$ cat config.mk
export PLATFORM = sky130hd
export DESIGN_NAME = traffic_controller_n
export DESIGN_NICKNAME = d
export VERILOG_FILES = /design/src/rtl/traffic_controller_n.sv
export SDC_FILE = /design/constraint.sdc
export NUM_CORES = 1
export LEC_CHECK = 0
export BUFFER_PORTS_ARGS = -buffer_cell sky130_fd_sc_hd__buf_2
export CORE_MARGIN = 1
export CORE_UTILIZATION = 60
export DETAILED_ROUTE_END_ITERATION = 6
export HOLD_SLACK_MARGIN = 0.02
export PLACE_DENSITY = 0.82
export SLEW_MARGIN = 0
export SYNTH_ARGS = -nofsm -noshare
export SYNTH_HDL_FRONTEND = slang
export SYNTH_SLANG_ARGS = --single-unit
$ cat constraint.sdc
create_clock -name clk -period 8.3 [get_ports clk]
set_clock_uncertainty 0.2 [all_clocks]
set_input_delay 1.66 -clock clk [delete_from_list [all_inputs] [get_ports clk]]
set_output_delay 1.66 -clock clk [all_outputs]
set_load 0.01 [all_outputs]
$ cat src/rtl/traffic_controller_n.sv
// N-phase traffic signal controller: demand-driven round-robin with green extension.
// Define TRAFFIC_PREEMPT_EN to add the emergency pre-emption inputs (preempt, preempt_phase).
module traffic_controller_n #(
    parameter int unsigned NUM_PHASES       = 4,
    parameter int unsigned GREEN_CYCLES     = 8,
    parameter int unsigned MAX_GREEN_CYCLES = 16,
    parameter int unsigned YELLOW_CYCLES    = 3,
    parameter int unsigned ALLRED_CYCLES    = 2,
    parameter int unsigned TIMER_W          = 8
) (
    input  logic                            clk,
    input  logic                            reset,
    input  logic [NUM_PHASES-1:0]           sensor,
`ifdef TRAFFIC_PREEMPT_EN
    input  logic                            preempt,
    input  logic [$clog2(NUM_PHASES)-1:0]   preempt_phase,
`endif
    output logic [3*NUM_PHASES-1:0]         leds,
    output logic [$clog2(NUM_PHASES)-1:0]   cur_phase,
    output logic [1:0]                      state
);

    localparam int unsigned PW = $clog2(NUM_PHASES);
    localparam logic [TIMER_W-1:0] T_ONE    = TIMER_W'(1);
    localparam logic [TIMER_W-1:0] T_GREEN  = TIMER_W'(GREEN_CYCLES);
    localparam logic [TIMER_W-1:0] T_MAX    = TIMER_W'(MAX_GREEN_CYCLES);
    localparam logic [TIMER_W-1:0] T_YELLOW = TIMER_W'(YELLOW_CYCLES);
    localparam logic [TIMER_W-1:0] T_ALLRED = TIMER_W'(ALLRED_CYCLES);

    typedef enum logic [1:0] {
        ST_ALL_RED = 2'b00,
        ST_GREEN   = 2'b01,
        ST_YELLOW  = 2'b10
    } state_t;

    state_t                  r_state;
    state_t                  w_state_nx;
    logic [PW-1:0]           r_cur;
    logic [PW-1:0]           w_cur_nx;
    logic [TIMER_W-1:0]      r_timer;
    logic [TIMER_W-1:0]      w_timer_nx;
    logic [NUM_PHASES-1:0]   r_demand;
    logic [NUM_PHASES-1:0]   w_demand_nx;
    logic [3*NUM_PHASES-1:0] r_leds;
    logic [3*NUM_PHASES-1:0] w_leds_nx;

    logic [NUM_PHASES-1:0]   w_cur_mask;
    logic [NUM_PHASES-1:0]   w_req;
    logic [NUM_PHASES-1:0]   w_other;
    logic [NUM_PHASES-1:0]   w_latch_mask;
    logic [PW-1:0]           w_rr_pick;
    logic [PW-1:0]           w_idx;
    logic                    w_found;
    logic                    w_pre_valid;
    logic                    w_pre_hold;
    logic [PW-1:0]           w_pre_phase;

`ifdef TRAFFIC_PREEMPT_EN
    assign w_pre_valid = preempt && (32'(preempt_phase) < NUM_PHASES);
    assign w_pre_phase = preempt_phase;
`else
    assign w_pre_valid = 1'b0;
    assign w_pre_phase = '0;
`endif

    // Requests seen this clock include the live sensor, so a one-clock pulse counts immediately.
    always_comb begin
        w_cur_mask        = '0;
        w_cur_mask[r_cur] = 1'b1;
        w_req             = r_demand | sensor;
        w_other           = w_req & ~w_cur_mask;
        w_rr_pick         = PW'((32'(r_cur) + 32'd1) % NUM_PHASES);
        w_found           = 1'b0;
        w_idx             = '0;
        for (int unsigned k = 1; k <= NUM_PHASES; k++) begin
            w_idx = PW'((32'(r_cur) + k) % NUM_PHASES);
            if (!w_found && w_req[w_idx]) begin
                w_found   = 1'b1;
                w_rr_pick = w_idx;
            end
        end
    end

    always_comb begin
        w_state_nx = r_state;
        w_cur_nx   = r_cur;
        w_timer_nx = r_timer;
        w_pre_hold = w_pre_valid && (w_pre_phase == r_cur);
        unique case (r_state)
            ST_ALL_RED: begin
                if (r_timer <= T_ONE) begin
                    w_state_nx = ST_GREEN;
                    w_cur_nx   = w_pre_valid ? w_pre_phase : w_rr_pick;
                    w_timer_nx = T_ONE;
                end else begin
                    w_timer_nx = r_timer - T_ONE;
                end
            end
            ST_GREEN: begin
                // In green the timer counts elapsed clocks; a pre-emption hold restarts normal timing.
                if (w_pre_valid && !w_pre_hold) begin
                    w_state_nx = ST_YELLOW;
                    w_timer_nx = T_YELLOW;
                end else if (w_pre_hold) begin
                    w_timer_nx = T_ONE;
                end else if ((r_timer >= T_MAX) ||
                             ((r_timer >= T_GREEN) && ((|w_other) || !sensor[r_cur]))) begin
                    w_state_nx = ST_YELLOW;
                    w_timer_nx = T_YELLOW;
                end else begin
                    w_timer_nx = r_timer + T_ONE;
                end
            end
            ST_YELLOW: begin
                if (r_timer <= T_ONE) begin
                    w_state_nx = ST_ALL_RED;
                    w_timer_nx = T_ALLRED;
                end else begin
                    w_timer_nx = r_timer - T_ONE;
                end
            end
            default: begin
                w_state_nx = ST_ALL_RED;
                w_timer_nx = T_ALLRED;
            end
        endcase
    end

    always_comb begin
        w_latch_mask = (r_state == ST_GREEN) ? ~w_cur_mask : '1;
        w_demand_nx  = r_demand | (sensor & w_latch_mask);
        if ((w_state_nx == ST_GREEN) && (r_state != ST_GREEN)) begin
            w_demand_nx[w_cur_nx] = 1'b0;
        end
        w_leds_nx = '0;
        for (int unsigned i = 0; i < NUM_PHASES; i++) begin
            w_leds_nx[3*i +: 3] = 3'b100;
            if (PW'(i) == w_cur_nx) begin
                if (w_state_nx == ST_GREEN) begin
                    w_leds_nx[3*i +: 3] = 3'b001;
                end else if (w_state_nx == ST_YELLOW) begin
                    w_leds_nx[3*i +: 3] = 3'b010;
                end
            end
        end
    end

    always_ff @(posedge clk or negedge reset) begin
        if (!reset) begin
            r_state  <= ST_ALL_RED;
            r_cur    <= PW'(NUM_PHASES - 1);
            r_timer  <= T_ALLRED;
            r_demand <= '0;
            r_leds   <= {NUM_PHASES{3'b100}};
        end else begin
            r_state  <= w_state_nx;
            r_cur    <= w_cur_nx;
            r_timer  <= w_timer_nx;
            r_demand <= w_demand_nx;
            r_leds   <= w_leds_nx;
        end
    end

    assign leds      = r_leds;
    assign cur_phase = r_cur;
    assign state     = r_state;

endmodule

==> key figures, run 1 <==
Timing
  – Fin crit period: 4000 ps
  – RSZ-0062 raised after global routing: no
  – Period utilisation layout: 0.482
  – Final setup fails: 0
  – Worst Tran Pin Value: 1190 ps
  – Hold Fails Final Rpt: 0
  – FMAX: 0.250 GHz
  – Final Slew Violations: 0
  – Max_slew headroom: 0.198
  – Setup Total Neg Slack: 0 ps

Synthesis
  – Register area share after synthesis: 0.388
  – Number of flops mapped to enable cells by yosys: 0
  – Share of the synthesized area in the top cell type: 0.287
  – Synth cell count leaders: dfrtp_1, nor2_1, nand2_1
  – Post-Syn Nets: 203
  – Warnings from Yosys: 0
  – Cell taking the most area after synthesis: dfrtp_1
  – Yosys reg bits: 28
  – Post-synth ARST share: 1.00
  – Netlist cell types: 58
  – Syn Inst Count: 187
  – Top cells by area, synth: dfrtp_1, dfstp_2, ha_1
  – Ys flop type: dfrtp_1
  – Synthesized area per cell: 9.78 um2
  – Netlist Area Pre-Place: 1830 um2
  – Most common cell in the netlist: dfrtp_1

Power and ir drop
  – Sequential power share: 0.381
  – Worst VDD drop: 220 uV
  – Clock power frac: 0.134
  – Sw frac: 0.441
  – Pwr dens: 329 nW/um2
  – Int Power: 367 uW
  – LEAKAGE: 0.000875 uW
  – Sw Pwr: 289 uW
  – Combinational group share of total power: 0.486

Placed design
  – Post-detail-place hpwl: 2.89 mm
  – PortBufs: 21
  – GPL Wtd Cong: 0.902
  – DP Area: 1940 um2

Status
  – Status: finished with violations
  – Failing checks: DRC

Die
  – Initial Utilization: 0.647
  – Die width: 57.2 um
  – Area of the core: 2830 um2
  – Row count: 19
  – Chip Height: 57.2 um
  – # IOs: 22
  – Full die area: 3270 um2

CTS
  – Worst-path clk slew: 150 ps
  – Root Driver: clkbuf_4
  – Sink Count: 28
  – Cts hold-fix bufs: 0
  – CTS Buffer Depth: 2
  – Resized Gates After CTS: 0
  – CTS Buf Count: 3
  – TritonCTS clock tree: done
  – Post-CTS Setup Bufs: 0
  – H-tree Lvls: 1
  – Clock latency at the later pin of the worst-skew pair: 330 ps

Setup path
  – Worst path max stage delay: 940 ps
  – WP buf/inv: 1
  – R2R cell count: 7
  – CP required: 8380 ps
  – CP max FO: 13
  – R2r endpoint: leds[7]
  – Origin of the worst setup path: sensor[2]
  – Top Family by Delay on Critical Path: compound AO/OA/AOI/OAI gates
  – Setup slack, reg-to-reg: 4900 ps
  – CP endpoint kind: flip-flop
  – Class of the most critical setup path: input port to flip-flop
  – RR Startpoint: cur_phase[0]
  – Worst-path cell chain: buf_2, nor2_1, mux2_2, a221o_2, o21ai_0, and4_2
  – Critical path's slowest cell: o21ai_0
  – Setup crit start kind: input port
  – Critical Path End: leds[7]
  – Critical path depth in cells: 6
  – Crit path DAT: 4080 ps

Route
  – 1st-iter DRT viols: 76
  – DRT Wirelength: 3.91 mm
  – Drt wl/cell: 16.5 um
  – Via density: 6.61
  – DRC Markers: 2
  – DRT Pass-1 Iters: 6
  – Final ANT Viol Nets: 0
  – Via Count: 1566

Hold path
  – Type of the worst min-delay path: flip-flop to flip-flop

GRT
  – Total track usage: 0.264
  – GRT overflow: 0
  – Vias in the first global route: 1471
  – First-pass GRT wire length: 6.70 mm
  – Initial antenna violation count: 0
  – Largest net degree at the start of global routing: 29

Layout
  – NumNets Final: 223
  – P&R area growth vs syn: 8.96%
  – Diode count: 0
  – Post-route cell area: 1990 um2
  – Fraction of layout cells with a size suffix above 1: 0.238

Flow run
  – Max_cap viols: 0
## cell families (layout without fill, tap and decap cells)
| logic type | after synthesis | count (layout) | synth area share |
|---|---|---|---|
| multiplexers | 7 | 7 | 0.0465 |
| flip-flops | 28 | 28 | 0.388 |
| AO/OA/AOI/OAI | 49 | 49 | 0.213 |
| adder cells (fa/ha/maj) | 10 | 10 | 0.0684 |
| buffers and inverters | 16 | 35 | 0.0383 |
| XOR/XNOR | 6 | 6 | 0.0287 |
| AND/OR/NAND/NOR | 71 | 71 | 0.217 |
## worst min-delay path, delay by kind of cell, from the launching register on
family,cells,cell delay [ps]
AND/OR/NAND/NOR,1,90
flip-flops,1,430
XOR/XNOR,1,90
## cells in the final DEF, fill, tap and decap left out, types with 5 or more instances in the layout
master / Yosys / layout
dfrtp_1: 21 / 21
dfstp_2: 7 / 7
nor2_1: 19 / 19
nor3_1: 6 / 6
nand2_1: 17 / 17
a21oi_1: 6 / 6
inv_1: 10 / 10
a31oi_1: 5 / 5
buf_2: 2 / 21
o21ai_0: 5 / 5
ha_1: 10 / 10
## metrics by stage
stage / setup slack [ps] / utilization / std cells / power [uW] / hold slack (ps)
after floorplan: 4570 / - / 187 / 481 / 358
after global placement: 4070 / 0.686 / 233 / 550 / 389
after detailed placement: 4000 / 0.686 / 233 / 565 / 407
after CTS: 4350 / 0.705 / 237 / 654 / 440
after global routing: 4160 / 0.705 / 237 / 703 / 478
final: 4300 / 0.705 / 237 / 656 / 439
## area by class of cell
type	instances	area, um2
clock buffer	3	22.5
clock inverter	1	30.0
fill	219	836
inverter	10	37.5
multi-input combinational	143	1050
sequential	28	709
tap	31	38.8
timing repair buffer	21	105
## how the worst min path moves through the flow
stage          startpoint    endpoint  depth (start not counted)
3_3_place_gp   r_timer[7]  r_timer[7]                          2
4_1_cts        r_timer[7]  r_timer[7]                          2
2_1_floorplan  r_timer[2]  r_timer[4]                          2
5_1_grt        r_timer[7]  r_timer[7]                          2
6_report       r_timer[7]  r_timer[7]                          2
3_5_place_dp   r_timer[7]  r_timer[7]                          2
## per-layer routing
layer	routed length, um	track usage	vias up
li1	-	-	739
met1	1690	0.357	750
met2	1900	0.420	69
met3	267	0.0567	8
met4	55	0.0976	0
met5	0	0	-
## flip-flops by register name, indices dropped and copies added (netlist names)
name,count
leds,12
r_timer,8
r_demand,4
cur_phase,2
state,2
## power groups by stage
stage                     combinational, uW  sequential [uW]  clock (uW)
after floorplan                         245              236           0
after global placement                  303              247           0
after detailed placement                312              253           0
after CTS                               315              250        90.1
after global routing                    349              258        95.0
final                                   319              250        87.7
No activity file was read; power rests on OpenSTA's default activity.
==> inputs of run 2 (changes only) <==
- ABC_AREA: default -> 1
- CORE_UTILIZATION: 60 -> 51
- PLACE_DENSITY: 0.82 -> 0.75
- clock period: 8.3 -> 3.45 ns (I/O delays scaled with it)
==> key figures, run 2 <==
Setup path
  – Critical path's slowest cell: dfstp_2
  – Worst path max stage delay: 670 ps (-270 ps)
  – WP buf/inv: 5 (+4)
  – R2R cell count: 15 (+8)
  – Setup slack, reg-to-reg: 680 ps (-4220 ps)
  – RR Startpoint: cur_phase[1]
  – Crit path DAT: 2840 ps (-1240 ps)
  – Setup crit start kind: flip-flop
  – Crit-path most repeated cell: inv_1
  – Top Family by Delay on Critical Path: flip-flops
  – R2r endpoint: r_demand[1]
  – CP max FO: 9 (-4)
  – CP endpoint kind: flip-flop
  – Worst-path cell chain: inv_1, ha_1, o22ai_1, nand3b_1, a21oi_1, inv_1, nand2_1, o21ai_0, inv_1, ha_1, inv_1, nor2_1, nand3_1, nand2_1, inv_1
  – Class of the most critical setup path: flip-flop to flip-flop
  – CP required: 3520 ps (-4860 ps)

Synthesis
  – Warnings from Yosys: 0 (unchanged)
  – Most common cell in the netlist: nand2_1
  – Synthesized area per cell: 8.01 um2 (-18%)
  – Top cells by area, synth: dfrtp_1, dfstp_2, nand2_1
  – Post-Syn Nets: 226 (+11%)
  – Register area share after synthesis: 0.422 (+0.0341)
  – Syn Inst Count: 210 (+12%)
  – Share of the synthesized area in the top cell type: 0.313 (+0.0252)
  – Ys flop type: dfrtp_1
  – Netlist Area Pre-Place: 1680 um2 (-8.1%)
  – Number of flops mapped to enable cells by yosys: 0 (unchanged)
  – Netlist cell types: 32 (-45%)
  – Post-synth ARST share: 1.00 (unchanged)
  – Cell taking the most area after synthesis: dfrtp_1
  – Yosys reg bits: 28 (unchanged)
  – Synth cell count leaders: nand2_1, inv_1, dfrtp_1

Timing
  – Hold_ws: 117 ps (-322 ps)
  – Setup Total Neg Slack: 0 ps (unchanged)
  – FMAX: 0.361 GHz
  – Hold Fails Final Rpt: 0 (unchanged)
  – Max_slew headroom: 0.603 (+0.405)
  – RSZ-0062 raised after global routing: no
  – Final Slew Violations: 0 (unchanged)
  – Fin crit period: 2770 ps
  – Final setup fails: 0 (unchanged)
  – Worst Tran Pin Value: 595 ps (-596 ps)
  – Period utilisation layout: 0.803

Die
  – # IOs: 22 (unchanged)
  – Chip Height: 59.4 um (+3.9%)
  – Die width: 59.4 um (+3.9%)
  – Row count: 20 (+1)
  – Area of the core: 3100 um2 (+9.7%)
  – Initial Utilization: 0.542 (-0.105)
  – Full die area: 3530 um2 (+7.9%)

Placed design
  – Post-detail-place hpwl: 2.38 mm (-18%)
  – PortBufs: 21 (unchanged)
  – Placed cell count: 272 (+17%)
  – DP Area: 1820 um2 (-6.2%)
  – GPL Wtd Cong: 0.889 (-1.5%)

Power and ir drop
  – Pwr dens: 994 nW/um2 (+200%)
  – Worst VDD drop: 587 uV (+170%)
  – LEAKAGE: 0.000963 uW (+10%)

CTS
  – Sink Count: 28 (unchanged)
  – TritonCTS clock tree: done
  – Clock latency at the later pin of the worst-skew pair: 340 ps (about the same)
  – Worst-path clk slew: 160 ps (about the same)
  – Resized Gates After CTS: 0 (unchanged)
  – CTS Buffer Depth: 2 (unchanged)
  – Post-CTS Setup Bufs: 0 (unchanged)
  – Root Driver: clkbuf_4
  – H-tree Lvls: 1 (unchanged)
  – Cts hold-fix bufs: 0 (unchanged)
  – CTS Buf Count: 3 (unchanged)

Route
  – DRT Pass-1 Iters: 4 (-2)
  – Drt wl/cell: 11.6 um (-29%)
  – DRT Wirelength: 3.22 mm (-18%)
  – Via Count: 1416 (-9.6%)
  – Via density: 5.13 (-22%)
  – 1st-iter DRT viols: 80 (+5.3%)
  – DRC Markers: 0 (-2)
  – Final ANT Viol Nets: 0 (unchanged)

Layout
  – Footprint of the multi-input gates: 835 um2 (-21%)
  – Commonest non-fill, non-tap cell in the layout: nand2_1
  – Max FFs per register: 12 (unchanged)
  – Final core utilization: 0.604 (-0.101)
  – Post-route cell area: 1870 um2 (-6.0%)
  – Diode count: 0 (unchanged)
  – Most frequent cells in the layout: nand2_1, inv_1, buf_2, dfrtp_1, nor2_1
  – Fill cells: 299 (+37%)
  – Finished Layout Cells: 276 (+16%)
  – FF/Latch Area: 709 um2 (unchanged)
  – Fraction of layout cells with a size suffix above 1: 0.224 (-0.0137)
  – NumNets Final: 249 (+12%)
  – P&R area growth vs syn: 11.4%

GRT
  – Global routing's busiest layer: met2
  – Met1 GRT Util: 0.282 (-0.0746)
  – Vias in the first global route: 1258 (-14%)
  – Initial antenna violation count: 0 (unchanged)
  – Global routing usage on met2: 0.332 (-0.0879)
  – Met3 Usage GRT: 0.0415 (-0.0152)
  – First-pass GRT wire length: 5.49 mm (-18%)
  – Largest net degree at the start of global routing: 29 (unchanged)
  – Total track usage: 0.207 (-0.0568)
  – GRT overflow: 0 (unchanged)

Status
  – Status: completed

Hold path
  – Type of the worst min-delay path: input port to async pin

Flow run
  – Max_cap viols: 0 (unchanged)
## run 2: cell count changes after synthesis, sizes merged, moves of 4 or more
cell / delta
o21ai: +5
nand3: +17
nor2: +9
mux2i: -4
inv: +19
nand2: +36
and4: -4
## run 2: area by class of cell
class | instances | area share
Sequential cell | 28 | 0.379
Multi-Input combinational cell | 150 | 0.446
Clock buffer | 3 | 0.0120
Timing Repair Buffer | 21 | 0.0561
Clock inverter | 1 | 0.0160
Tap cell | 44 | 0.0294
Inverter | 29 | 0.0621
## run 2: worst max-delay path by stage
stage / startpoint / end / slack, ps / cells after the start
global placement: sensor[3] / r_demand[1] / 730 / 15
floorplan: sensor[1] / r_demand[2] / 1060 / 14
detailed placement: sensor[0] / r_demand[3] / 690 / 14
global route: cur_phase[1] / r_demand[1] / 390 / 15
finish: cur_phase[1] / r_demand[1] / 680 / 15
CTS: cur_phase[1] / r_demand[1] / 700 / 15
## run 2: kinds of logic (layout without fill, tap and decap cells)
logic type               after synthesis  after routing  synth area share
flip-flops                            28             28             0.422
adder cells (fa/ha/maj)               10             10            0.0744
buffers and inverters                 32             54            0.0818
AO/OA/AOI/OAI                         27             27            0.0960
AND/OR/NAND/NOR                      107            107             0.295
XOR/XNOR                               6              6            0.0313
## run 2: power breakdown
part | internal, uW | switching (uW)
logic | 374 | 679
clock network | 118 | 96.5
registers | 477 | 117
total | 969 | 893
## run 2: stage by stage
| stage | setup WS, ps | power, uW |
|---|---|---|
| floorplan | 1060 | 1410 |
| global route | 385 | 2060 |
| global placement | 727 | 1620 |
| finish | 679 | 1860 |
| detailed placement | 690 | 1640 |
| CTS | 696 | 1870 |
## run 2: layer usage
metal | share of wire | vias up
li1 | - | 713
met1 | 0.46 | 668
met2 | 0.49 | 30
met3 | 0.041 | 5
met4 | 0.010 | 0
met5 | 0 | -
==> inputs of run 3 (changes only) <==
- ABC_AREA: 1 -> 0
- CORE_UTILIZATION: 51 -> 52
- clock period: 3.45 -> 2.3 ns (I/O delays scaled with it)
==> key figures, run 3 (same netlist as run 1, synthesis figures left out) <==
Status
  – Status: finished with violations
  – Failing checks: setup timing

GRT
  – Vias in the first global route: 1987 (+58%)
  – First-pass GRT wire length: 9.23 mm (+68%)
  – Initial antenna violation count: 0 (unchanged)
  – Largest net degree at the start of global routing: 29 (unchanged)
  – GRT overflow: 0 (unchanged)
  – Total track usage: 0.346 (+0.138)

Power and ir drop
  – Clock power frac: 0.091 (-0.024)
  – Worst VDD drop: 1020 uV (+74%)
  – LEAKAGE: 0.00131 uW (+36%)
  – Sw Pwr: 1570 uW (+75%)
  – Int Power: 2070 uW (+110%)
  – Total power: 3640 uW (+96%)
  – Combinational group share of total power: 0.688 (+0.122)
  – Sequential power share: 0.221 (-0.098)
  – Sw frac: 0.430 (-0.0494)
  – Pwr dens: 1250 nW/um2 (+25%)

Timing
  – Final worst slack: -439 ps (-1120 ps)
  – Final Slew Violations: 0 (unchanged)
  – Max_slew headroom: 0.576 (-0.0275)
  – Final setup fails: 20 (+20)
  – FMAX: 0.365 GHz (+1.2%)
  – Hold Fails Final Rpt: 0 (unchanged)
  – Worst Tran Pin Value: 636 ps (+41.2 ps)
  – Fin crit period: 2740 ps (-32.7 ps)
  – Period utilisation layout: 1.19 (+0.387)
  – RSZ-0062 raised after global routing: yes
  – Hold_ws: 375 ps (+258 ps)

Route
  – DRC Markers: 0 (unchanged)
  – Via Count: 1976 (+40%)
  – 1st-iter DRT viols: 138 (+73%)
  – Via density: 6.10 (+19%)
  – DRT Wirelength: 6.47 mm (+100%)
  – DRT Pass-1 Iters: 4 (unchanged)
  – Final ANT Viol Nets: 0 (unchanged)
  – Drt wl/cell: 20.0 um (+72%)

Die
  – Chip Height: 61.3 um (+3.2%)
  – Full die area: 3760 um2 (+6.5%)
  – Die width: 61.3 um (+3.2%)
  – Initial Utilization: 0.544 (+0.00196)
  – Row count: 21 (+5.0%)
  – Area of the core: 3360 um2 (+8.4%)
  – # IOs: 22 (unchanged)

Placed design
  – PortBufs: 21 (unchanged)
  – DP Area: 2470 um2 (+36%)
  – Post-place setup slack: -445 ps (-1130 ps)
  – GPL Wtd Cong: 0.868 (-2.4%)
  – Post-detail-place hpwl: 3.82 mm (+61%)

CTS
  – CTS Buffer Depth: 2 (unchanged)
  – H-tree Lvls: 1 (unchanged)
  – Clock latency at the later pin of the worst-skew pair: 340 ps (about the same)
  – Worst-path clk slew: 170 ps (about the same)
  – Sink Count: 28 (unchanged)
  – TritonCTS clock tree: done
  – CTS Buf Count: 3 (unchanged)
  – Root Driver: clkbuf_4

Layout
  – NumNets Final: 295 (+18%)
  – Fill cells: 173 (-42%)
  – Commonest non-fill, non-tap cell in the layout: buf_4
  – Max FFs per register: 12 (unchanged)
  – Post-route cell area: 2920 um2 (+56%)
  – Fraction of layout cells with a size suffix above 1: 0.572 (+0.348)
  – P&R area growth vs syn: 59.6%
  – Final core utilization: 0.868 (+0.265)
  – Diode count: 0 (unchanged)
  – Most frequent cells in the layout: buf_4, buf_2, dfrtp_1

Hold path
  – Type of the worst min-delay path: input port to flip-flop
  – WHS Path Cells: 4

Setup path
  – CP endpoint kind: flip-flop
  – R2R cell count: 10 (-5)
  – Critical path's slowest cell: dfstp_2
  – CP required: 2370 ps (-1150 ps)
  – CP max FO: 7 (-2)
  – Worst path max stage delay: 700 ps (+30 ps)
  – Setup crit start kind: flip-flop
  – Worst-path cell chain: buf_6, mux2i_1, mux2_4, o21ai_4, a31oi_4, or2_4, ha_4, inv_2, nand2_1, a221o_1
  – Crit path DAT: 2810 ps (-30 ps)
  – Class of the most critical setup path: flip-flop to flip-flop

Flow run
  – Max_cap viols: 0 (unchanged)
## run 3: per-stage QoR
step	std cells	setup TNS, ps
2_1_floorplan	187	-2010
3_3_place_gp	305	-3760
3_5_place_dp	305	-5130
4_1_cts	322	-4200
5_1_grt	324	-8240
6_report	324	-6470
## run 3: metal layers
metal / vias to the layer above / track usage / wire, um
li1: 883 / - / -
met1: 985 / 0.365 / 2400
met2: 80 / 0.613 / 3510
met3: 28 / 0.0861 / 297
met4: 0 / 0.218 / 265
met5: - / 0 / 0
## run 3: layout make-up
cell class / instances / area (um2) / share of cell area
Multi-Input combinational cell: 144 / 1370 / 0.470
Timing Repair Buffer: 92 / 686 / 0.235
Clock buffer: 3 / 22.5 / 0.00771
Clock inverter: 1 / 30.0 / 0.0103
Sequential cell: 28 / 709 / 0.243
Inverter: 10 / 42.5 / 0.0146
Tap cell: 46 / 57.6 / 0.0197
## run 3: worst paths after layout
path	start	end	slack, ps
worst max-delay path	cur_phase[0]	leds[5]	-440
max in group asynchronous	reset	leds[3]	1020
worst min-delay path	sensor[2]	r_demand[2]	380
min in group asynchronous	reset	r_timer[3]	440
worst min register to register	state[1]	r_timer[1]	530
worst max register to register	cur_phase[0]	leds[5]	-440
## run 3: power by group through the flow
stage	Sequential, uW	Clock [uW]	Combinational [uW]
after floorplan	858	0	1020
final	803	332	2500
after detailed placement	791	0	1880
after global placement	783	0	1790
after CTS	793	333	2260
after global routing	817	354	2640
## run 3: what timing repair did
item	in CTS	in global routing
setup buffers	13	3
resized for setup	41	18
endpoints found under the hold margin	21	0
pin swaps	21	12
hold buffers	1	0
cloned	1	0
setup endpoints to repair	18	23
## run 3: worst max-delay path, delay by kind of cell (launching register included)
kind,cells,cell delay [ps]
DFF,1,700
AOI/OAI and AO/OA,3,650
muxes,2,360
and+or+nand+nor,2,310
adders and majority gates,1,230
buffers and inverters,2,210
